**src/rtl/mem_stage_lsu_pkg.sv**
```systemverilog
// mem_stage_lsu_pkg: shared op/exception encodings and constants for the memory stage load/store unit
package mem_stage_lsu_pkg;
  typedef enum logic [3:0] {
    OP_NONE = 4'd0,
    OP_LB   = 4'd1,
    OP_LBU  = 4'd2,
    OP_LH   = 4'd3,
    OP_LHU  = 4'd4,
    OP_LW   = 4'd5,
    OP_SB   = 4'd6,
    OP_SH   = 4'd7,
    OP_SW   = 4'd8,
    OP_LL   = 4'd9,
    OP_SC   = 4'd10
  } mem_op_e;
  typedef enum logic [1:0] {
    EXC_NONE = 2'd0,
    EXC_LMIS = 2'd1,
    EXC_SMIS = 2'd2,
    EXC_BUS  = 2'd3
  } exc_e;
  localparam int          NOP_REG   = 0;
  localparam logic        WRITE_EN  = 1'b1;
  localparam logic        WRITE_DIS = 1'b0;
  localparam logic [31:0] ZERO_WORD = 32'h0;
endpackage

```
**src/rtl/mem_stage_lsu_align.sv**
```systemverilog
// mem_stage_lsu_align: lane select, store replication, load extraction and misalignment (LL/SC decoded when MEM_LSU_LLSC_EN)
module mem_stage_lsu_align
  import mem_stage_lsu_pkg::*;
(
  input  logic [3:0]  op,
  input  logic [1:0]  addr_lo,
  input  logic [31:0] sdata,
  input  logic [31:0] rdata,
  output logic        is_load,
  output logic        is_store,
  output logic        misaligned,
  output logic [3:0]  sel,
  output logic [31:0] wdata,
  output logic [31:0] ldata
);
  logic        is_byte, is_half, is_word;
  logic [31:0] bsh;
  logic [7:0]  b;
  logic [15:0] h;
  always_comb begin
    is_load  = op inside {OP_LB, OP_LBU, OP_LH, OP_LHU, OP_LW};
    is_store = op inside {OP_SB, OP_SH, OP_SW};
`ifdef MEM_LSU_LLSC_EN
    is_load  = is_load  || op == OP_LL;
    is_store = is_store || op == OP_SC;
`endif
    is_byte    = op inside {OP_LB, OP_LBU, OP_SB};
    is_half    = op inside {OP_LH, OP_LHU, OP_SH};
    is_word    = (is_load || is_store) && !is_byte && !is_half;
    misaligned = is_half ? addr_lo[0] : is_word ? |addr_lo : 1'b0;
    sel        = is_byte ? 4'b0001 << addr_lo : is_half ? (addr_lo[1] ? 4'b1100 : 4'b0011) : 4'b1111;
    wdata      = is_byte ? {4{sdata[7:0]}} : is_half ? {2{sdata[15:0]}} : sdata;
    bsh        = rdata >> {addr_lo, 3'b000};
    b          = bsh[7:0];
    h          = addr_lo[1] ? rdata[31:16] : rdata[15:0];
    ldata      = op == OP_LB  ? {{24{b[7]}}, b} :
                 op == OP_LBU ? {24'h0, b} :
                 op == OP_LH  ? {{16{h[15]}}, h} :
                 op == OP_LHU ? {16'h0, h} : rdata;
  end
endmodule

```
**src/rtl/mem_stage_lsu.sv**
```systemverilog
// mem_stage_lsu: MEM pipeline stage with load/store unit, bus handshake and timeout
// Optional LL/SC link bit enabled by MEM_LSU_LLSC_EN.
module mem_stage_lsu
  import mem_stage_lsu_pkg::*;
#(
  parameter int REG_AW      = 5,
  parameter int ADDR_W      = 32,
  parameter int TIMEOUT_CYC = 15
) (
  input  logic              clk,
  input  logic              rst,
  input  logic              in_valid,
  output logic              in_ready,
  input  logic [3:0]        mem_op,
  input  logic [ADDR_W-1:0] mem_addr,
  input  logic [31:0]       mem_sdata,
  input  logic              we_i,
  input  logic [REG_AW-1:0] w_addr_i,
  input  logic [31:0]       w_data_i,
  input  logic [31:0]       hi_i,
  input  logic [31:0]       lo_i,
  input  logic              hilo_we_i,
  output logic              out_valid,
  output logic              we_o,
  output logic [REG_AW-1:0] w_addr_o,
  output logic [31:0]       w_data_o,
  output logic [31:0]       hi_o,
  output logic [31:0]       lo_o,
  output logic              hilo_we_o,
  output logic [1:0]        exc_o,
  output logic              stall_req,
  output logic              bus_req,
  output logic              bus_we,
  output logic [ADDR_W-1:0] bus_addr,
  output logic [3:0]        bus_sel,
  output logic [31:0]       bus_wdata,
  input  logic              bus_ack,
  input  logic [31:0]       bus_rdata
);
  typedef enum logic {IDLE, WAIT} state_e;
  state_e            state, state_d;
  logic [3:0]        op_q, cur_op;
  logic [1:0]        alo_q, cur_lo;
  logic              we_q, hwe_q;
  logic [REG_AW-1:0] wa_q;
  logic [31:0]       wd_q, hi_q, lo_q;
  logic [7:0]        cnt;
  logic              is_load, is_store, misaligned;
  logic [3:0]        sel;
  logic [31:0]       wdata, ldata;
  logic              accept, go_bus, ack_done, tmo, sc_op, sc_fail;
  // While waiting, decode from the captured op/offset so load data extracts correctly
  assign cur_op   = state == IDLE ? mem_op : op_q;
  assign cur_lo   = state == IDLE ? mem_addr[1:0] : alo_q;
  assign in_ready = state == IDLE;
  mem_stage_lsu_align u_align (
    .op(cur_op), .addr_lo(cur_lo), .sdata(mem_sdata), .rdata(bus_rdata),
    .is_load(is_load), .is_store(is_store), .misaligned(misaligned),
    .sel(sel), .wdata(wdata), .ldata(ldata)
  );
`ifdef MEM_LSU_LLSC_EN
  logic llbit;
  assign sc_op   = cur_op == OP_SC;
  assign sc_fail = sc_op && !llbit;
  always_ff @(posedge clk)
    if (rst) llbit <= 1'b0;
    else if (ack_done && cur_op == OP_LL) llbit <= 1'b1;
    else if (sc_op && (ack_done || (accept && !go_bus))) llbit <= 1'b0;
`else
  assign sc_op   = 1'b0;
  assign sc_fail = 1'b0;
`endif
  always_comb begin
    accept   = in_valid && state == IDLE;
    go_bus   = accept && (is_load || is_store) && !misaligned && !sc_fail;
    ack_done = state == WAIT && bus_ack;
    tmo      = state == WAIT && !bus_ack && cnt == 8'(TIMEOUT_CYC - 1);
    state_d  = go_bus ? WAIT : (ack_done || tmo) ? IDLE : state;
  end
  always_ff @(posedge clk)
    if (rst) state <= IDLE;
    else state <= state_d;
  always_ff @(posedge clk) begin
    if (rst) begin
      out_valid <= 1'b0;
      we_o      <= WRITE_DIS;
      w_addr_o  <= REG_AW'(NOP_REG);
      w_data_o  <= ZERO_WORD;
      hi_o      <= ZERO_WORD;
      lo_o      <= ZERO_WORD;
      hilo_we_o <= WRITE_DIS;
      exc_o     <= EXC_NONE;
      stall_req <= 1'b0;
      bus_req   <= 1'b0;
      bus_we    <= 1'b0;
      bus_addr  <= '0;
      bus_sel   <= 4'h0;
      bus_wdata <= ZERO_WORD;
      cnt       <= 8'd0;
      op_q      <= OP_NONE;
      alo_q     <= 2'd0;
      we_q      <= WRITE_DIS;
      wa_q      <= REG_AW'(NOP_REG);
      wd_q      <= ZERO_WORD;
      hi_q      <= ZERO_WORD;
      lo_q      <= ZERO_WORD;
      hwe_q     <= WRITE_DIS;
    end else begin
      out_valid <= 1'b0;
      cnt       <= (state == WAIT && !ack_done && !tmo) ? cnt + 8'd1 : 8'd0;
      if (go_bus) begin
        bus_req   <= 1'b1;
        stall_req <= 1'b1;
        bus_we    <= is_store;
        bus_addr  <= {mem_addr[ADDR_W-1:2], 2'b00};
        bus_sel   <= sel;
        bus_wdata <= wdata;
        op_q      <= mem_op;
        alo_q     <= mem_addr[1:0];
        we_q      <= we_i;
        wa_q      <= w_addr_i;
        wd_q      <= w_data_i;
        hi_q      <= hi_i;
        lo_q      <= lo_i;
        hwe_q     <= hilo_we_i;
      end else if (accept) begin
        out_valid <= 1'b1;
        w_addr_o  <= w_addr_i;
        hi_o      <= hi_i;
        lo_o      <= lo_i;
        exc_o     <= misaligned ? (is_load ? EXC_LMIS : EXC_SMIS) : EXC_NONE;
        we_o      <= misaligned ? WRITE_DIS : sc_op ? WRITE_EN : we_i;
        w_data_o  <= (sc_op && !misaligned) ? ZERO_WORD : w_data_i;
        hilo_we_o <= misaligned ? WRITE_DIS : hilo_we_i;
      end
      if (ack_done || tmo) begin
        bus_req   <= 1'b0;
        stall_req <= 1'b0;
        out_valid <= 1'b1;
        w_addr_o  <= wa_q;
        hi_o      <= hi_q;
        lo_o      <= lo_q;
        exc_o     <= tmo ? EXC_BUS : EXC_NONE;
        hilo_we_o <= tmo ? WRITE_DIS : hwe_q;
        we_o      <= (tmo || (!is_load && !sc_op)) ? WRITE_DIS : sc_op ? WRITE_EN : we_q;
        w_data_o  <= tmo ? wd_q : sc_op ? 32'd1 : is_load ? ldata : wd_q;
      end
    end
  end
endmodule

```
**config.mk**
```make
export PLATFORM = sky130hd
export DESIGN_NAME = mem_stage_lsu
export DESIGN_NICKNAME = d
export VERILOG_FILES = /design/src/rtl/mem_stage_lsu_pkg.sv /design/src/rtl/mem_stage_lsu_align.sv /design/src/rtl/mem_stage_lsu.sv
export SDC_FILE = /design/constraint.sdc
export NUM_CORES = 1
export LEC_CHECK = 0
export CAP_MARGIN = 20
export CELL_PAD_IN_SITES_DETAIL_PLACEMENT = 0
export CELL_PAD_IN_SITES_GLOBAL_PLACEMENT = 2
export CORE_UTILIZATION = 24
export CTS_CLUSTER_SIZE = 24
export DETAILED_ROUTE_END_ITERATION = 12
export PLACE_DENSITY_LB_ADDON = 0.1
export SLEW_MARGIN = 20
export SYNTH_ARGS = -nofsm -noshare
export SYNTH_HDL_FRONTEND = slang
export SYNTH_SLANG_ARGS = --single-unit
```
**constraint.sdc**
```tcl
create_clock -name clk -period 2.8 [get_ports clk]
set_input_delay 0.84 -clock clk [delete_from_list [all_inputs] [get_ports clk]]
set_output_delay 0.84 -clock clk [all_outputs]
set_load 0.01 [all_outputs]
```
Yosys cells after proc, flatten, opt, wreduce, memory -nomap -nowiden --
Cells that the tools add are included.
Word-level totals: flip-flop bits (word level) 292, input port bits 207, output and inout bits 178, logic and storage cells 117
Operators by class: add/sub/neg operators 1, equal/unequal tests 10, shift-type cells 2, mux-type cells 49, bitwise logic cells 2, reductions and logical operators 30
Operators by type and width (count):
- 32-bit two-way mux | 17
- 32-bit by 5-bit >> shifter with 8-bit output | 1
- 1-bit two-way mux | 17
- 4-bit by 3-bit equality test with 1-bit output, second input constant | 4
- 16-bit two-way mux | 1
- 4-bit two-way mux | 4
- 5-bit two-way mux | 3
- 2-bit two-way mux | 7
- 1-bit logical AND | 10
- 3-bit nonzero test | 3
- 8-bit by 1-bit adder with 8-bit output, second input constant | 1
- 4-bit by 2-bit equality test with 1-bit output, second input constant | 2
- 8-bit by 4-bit equality test with 1-bit output, second input constant | 1
- 1-bit zero test | 7
- 2-bit OR reduction | 3
- 5-bit nonzero test | 1
- 4-bit by 1-bit equality test with 1-bit output, second input constant | 1
- 4-bit equality test, second input constant | 1
- 2-bit nonzero test | 2
- 1-bit by 2-bit left shift with 4-bit output, first input constant | 1
- 1-bit logical OR | 3
- 2-bit by 1-bit != test with 1-bit output, second input constant | 1
- 1-bit NOT | 2
- 2-bit AND reduction | 1

Longest topological paths before layout --
depth in word-level cells 12, gate-level depth with buffers 13, depth with buffers taken out 7

Modules after synthesis --
From an unflattened synthesis, not the netlist that was laid out.
Second synthesis, totals: cell total of the unflattened synthesis 1692, area, all modules 13344.0 um2
By module, submodules not included:
- mem_stage_lsu | times used 1, cells each 1503, area each 11949.0 um2, sequential area each 5845.6 um2
- mem_stage_lsu_align | times used 1, cells each 189, area each 1395.1 um2, sequential area each 0.0 um2

Worst setup path before layout --
OpenSTA, ideal clock, no wires.
kind input-to-reg, from input mem_addr[0], to register w_data_o[23], library setup time 0.136 ns, arrival time 2.591 ns, setup slack 0.073 ns, stages 8, path buffers 2, path through clkbuf_1 mux2_4 mux2_4 a222oi_1 o21ai_2 buf_6 o32ai_1 o22ai_1
Between the ends: word-level cells in the longest chain between the ends 8, elaborated cells between the ends (all ways) 13, those cells by class 1 x eq/ne; 1 x shift; 7 x mux; 4 x reduce/logical
Ends and longest elaborated chain:
- start, declared | line mem_stage_lsu.sv:15 | input logic [ADDR_W-1:0] mem_addr,
- 2-bit two-way mux * | line mem_stage_lsu.sv:54 | assign cur_lo = state == IDLE ? mem_addr[1:0] : alo_q;
- parallel branches: the longest is 7 deep, another holds 32-bit by 5-bit >> shifter with 8-bit output
- end signal, assigned | line mem_stage_lsu.sv:133 | w_data_o <= (sc_op && !misaligned) ? ZERO_WORD : w_data_i;
- end signal, assigned | line mem_stage_lsu.sv:146 | w_data_o <= tmo ? wd_q : sc_op ? 32'd1 : is_load ? ldata : wd_q;
- end, declared | line mem_stage_lsu.sv:26 | output logic [31:0] w_data_o,
Mark *: on every way between the ends. A chain may end at the register's enable or synchronous reset.

Worst setup path in the final report --
from input mem_op[3], to register w_data_o[8]
Between the ends: word-level cells in the longest chain between the ends 12, elaborated cells between the ends (all ways) 32, those cells by class 9 x eq/ne; 10 x mux; 13 x reduce/logical
Ends and longest elaborated chain:
- start, declared | line mem_stage_lsu.sv:14 | input logic [3:0] mem_op,
- 4-bit two-way mux * | line mem_stage_lsu.sv:53 | assign cur_op = state == IDLE ? mem_op : op_q;
- 4-bit by 1-bit equality test with 1-bit output, or another cell as far along | line mem_stage_lsu_align.sv:21, mem_stage_lsu_align.sv:27, mem_stage_lsu_align.sv:36
- 5-bit nonzero test, or another cell as far along | line mem_stage_lsu_align.sv:21 | is_load = op inside {OP_LB, OP_LBU, OP_LH, OP_LHU, OP_LW};
- 1-bit logical OR / 1-bit zero test (equally long branches) | line mem_stage_lsu_align.sv:29, mem_stage_lsu.sv:75
- 1-bit logical AND (2 in series) | line mem_stage_lsu_align.sv:29 | is_word = (is_load || is_store) && !is_byte && !is_half;
- 1-bit two-way mux (2 in series) | line mem_stage_lsu_align.sv:30 | misaligned = is_half ? addr_lo[0] : is_word ? |addr_lo : 1'b0;
- 1-bit zero test
- 1-bit logical AND | line mem_stage_lsu.sv:75 | go_bus = accept && (is_load || is_store) && !misaligned && !sc_fail;
- 2-bit by 1-bit != test with 1-bit output (no source line)
- 2-bit AND reduction (no source line)
Every way passes the cells marked *; elsewhere a longest branch is shown, timed or not.

==> results.md <==
- Status: completed
- Synth Area in XOR/XNOR: 0.417%
- Hold Fails Final Rpt: 0
- Final Max Slew Viols: 0
- GRT overflow: 0
- Hold endpoint: lo_q[24]
- Syn_area_per_cell: 7.93 um2
- R2r endpoint: bus_wdata[25]
- Met3 usage: 4.10%
- H-Tree Depth: 2
- Area grow syn2layout: 58.1%
- Max cap viols: 0
- Initial cell density of the core: 24.4%
- Adder-Cell Fraction of Synth Area: 0.199%
- Register area share after synthesis: 46.4%
- Req. time, crit path: 3210 ps
- CTS sink cnt: 292
- Post-layout total power: 0.0128 W
- Worst Skew: 12.3 ps
- CP startpoint kind: input port
- Post-synthesis compound-gate area fraction: 23.3%
- First-pass GRT wire length: 78,600 um
- CTS tree: built
- Footprint of the multi-input gates: 6160 um2
- RSZ-0062 raised after global routing: no
- WL/cell: 18.9 um
- Detailed-route via count: 13,100
- Number of port buffers: 382
- DRC Markers: 0
- ANT nets after route: 0
- Num CTS Buffers: 38
- Drt pass-1 iters: 5
- Nets@finish: 2,261
- Worst-path clk slew: 60 ps
- EDFF count, synth: 0
- Post-synth ARST share: 0%
- Maximum achievable frequency: 372 MHz
- Largest net degree at the start of global routing: 83
- Via density: 4.75
- Gr busiest metal: met2
- Utilization after layout: 38.6%
- Core ar.: 51,600 um2
- Distinct cells, synth: 72
- Worst Path Arrival: 3100 ps
- # IOs: 385
- Largest family of logic cells by synthesized area: compound AO/OA/AOI/OAI gates
- Synth Instances: 1,588
- Commonest non-fill, non-tap cell in the layout: nand2_1
- FF-to-FF path depth: 8
- Leak pwr: 7.23 nW
- Worst slew pin tran: 529 ps
- Skew-Pair Late Insertion Delay: 550 ps
- Top FF cell, synth: dfxtp_1
- Hold path start: lo_q[24]
- Final period util: 96.1%
- Die Span Y: 231 um
- Vias in the first global route: 12,800
- Horiz. Die Dim: 231 um
- PwrDens: 644 nW/um2
- Synth Area in Simple Gates: 19.9%
- Layout fillers: 5,297
- M1 GR Usage: 25.7%
- Row count: 83
- Cell Area, Synth: 12,600 um2
- GR Util All Layers: 19.1%
- Worst Path Max Fanout: 7
- Yosys reg bits: 292
- Met2 GRT Util: 30.4%
- WHS Path Cells: 2
- Setup-failing EPs final: 0
- Critical Path End Type: register
- Initial antenna violation count: 6
- Yosys warning count: 0
- Setup Crit Path Kind: input port to register
- Die area: 53,400 um2
- Most frequent cells in the layout: 462 x nand2_1, 380 x clkdlybuf4s50_1, 291 x dfxtp_1, 175 x a21oi_1, 135 x buf_4
- Min Tclk post-route: 2690 ps
- Tightest Hold Check Type: register to register
- DP Wirelength: 37,200 um
- DRT Wirelength: 52,100 um
- Final GP Congestion: 0.852
- Worst reg2reg setup slack: 370 ps
- Starting DRC count in detailed routing: 754
- Root Driver: clkbuf_16
- Multiplexer area fraction after synthesis: 4.46%
- Total area of sequential cells: 5850 um2
- Relative slew slack: 64.4%
- Reg2reg start: state
- Peak VDD IR: 329 uV
- Clock Tree Buf Depth: 3
- Share of layout cells above drive strength 1: 13.7%
-- layer usage --
metal | up-vias | wire, um
met3 | 67 | 2900
li1 | 6502 | -
met4 | 10 | 1020
met5 | - | 70
met2 | 363 | 23900
met1 | 6183 | 24200
-- how the worst max path moves through the flow --
| stage | start | endpoint | slack [ps] | cells past startpoint |
|---|---|---|---|---|
| floorplan | mem_addr[0] | w_data_o[23] | 70 | 8 |
| global placement | mem_op[3] | wd_q[13] | -580 | 10 |
| detailed placement | mem_op[3] | hi_q[4] | -540 | 10 |
| CTS | state | in_ready | 10 | 3 |
| global route | mem_op[3] | w_data_o[5] | 1 | 10 |
| finish | mem_op[3] | w_data_o[8] | 110 | 10 |
-- final cells by class --
type | instances | share of cell area (%)
multi-input cells | 1154 | 30.9
flip-flops and latches | 292 | 29.4
repair buffers | 559 | 28.5
clock buffers | 61 | 6.33
clock inverters | 7 | 0.446
well taps | 680 | 4.27
inverters | 7 | 0.132
diodes | 1 | 0.0126
-- kinds of logic after synthesis --
| kind of cell | after synthesis |
|---|---|
| AOI/OAI and AO/OA | 486 |
| xor gates and xnor gates | 6 |
| adders and majority gates | 2 |
| buffers and inverters | 143 |
| DFF | 292 |
| muxes | 49 |
| other | 1 |
| and+or+nand+nor | 609 |
-- power by group --
group | leakage [nW] | switching [W] | total (W) | internal, W
Clock | 0.673 | 0.00195 | 0.00521 | 0.00326
Sequential | 2.39 | 0.000200 | 0.00470 | 0.00450
Combinational | 4.17 | 0.00142 | 0.00292 | 0.00150
Total | 7.23 | 0.00357 | 0.0128 | 0.00926
-- sequential cells by signal, summed over array words and instances (netlist names), 30 cells and up --
register	count
w_data_o	32
hi_o	32
lo_q	32
lo_o	32
wd_q	32
bus_addr	30
hi_q	32
bus_wdata	32
-- worst max-delay path, stage by stage --
cell,delay [ps]
clkdlybuf4s50_1,520
nor4b_2,230
buf_4,140
a31o_2,210
a21oi_1,310
o21a_4,270
buf_4,160
buf_12,120
mux2i_1,180
o22ai_1,110
-- per-stage QoR --
step           cell area (um2)  TNS [ps]  std cells  setup slack, ps  hold slack [ps]
2_1_floorplan            12600         0       1589             72.5              433
3_3_place_gp             18500   -137000       2688             -584              438
3_5_place_dp             18500   -129990       2688             -536              444
4_1_cts                  19900         0       2756             13.9              451
5_1_grt                  19900         0       2760             1.46              464
6_report                 19900         0       2761              111              449
-- timing repair --
| item | 4_1_cts | 5_1_grt |
|---|---|---|
| hold buffers | 0 | 0 |
| gates cloned | 0 | 0 |
| pin swaps | 0 | 1 |
| gates resized for setup | 1 | 5 |
| endpoints found under the setup margin | 1 | 151 |
| setup buffers | 0 | 4 |
-- cells in the mapped netlist, drive strengths merged, types with 19 or more instances --
cell type / n / share of area, %
nand2: 462 / 14
dfxtp: 292 / 46
a21oi: 178 / 7.1
o21ai: 114 / 4.6
a31oi: 71 / 3.6
buf: 68 / 3.1
clkbuf: 68 / 2.0
nor2: 66 / 2.0
mux2i: 34 / 3.0
nor3: 21 / 0.83
o22ai: 19 / 0.94
Power figures use the tool's default switching activity.
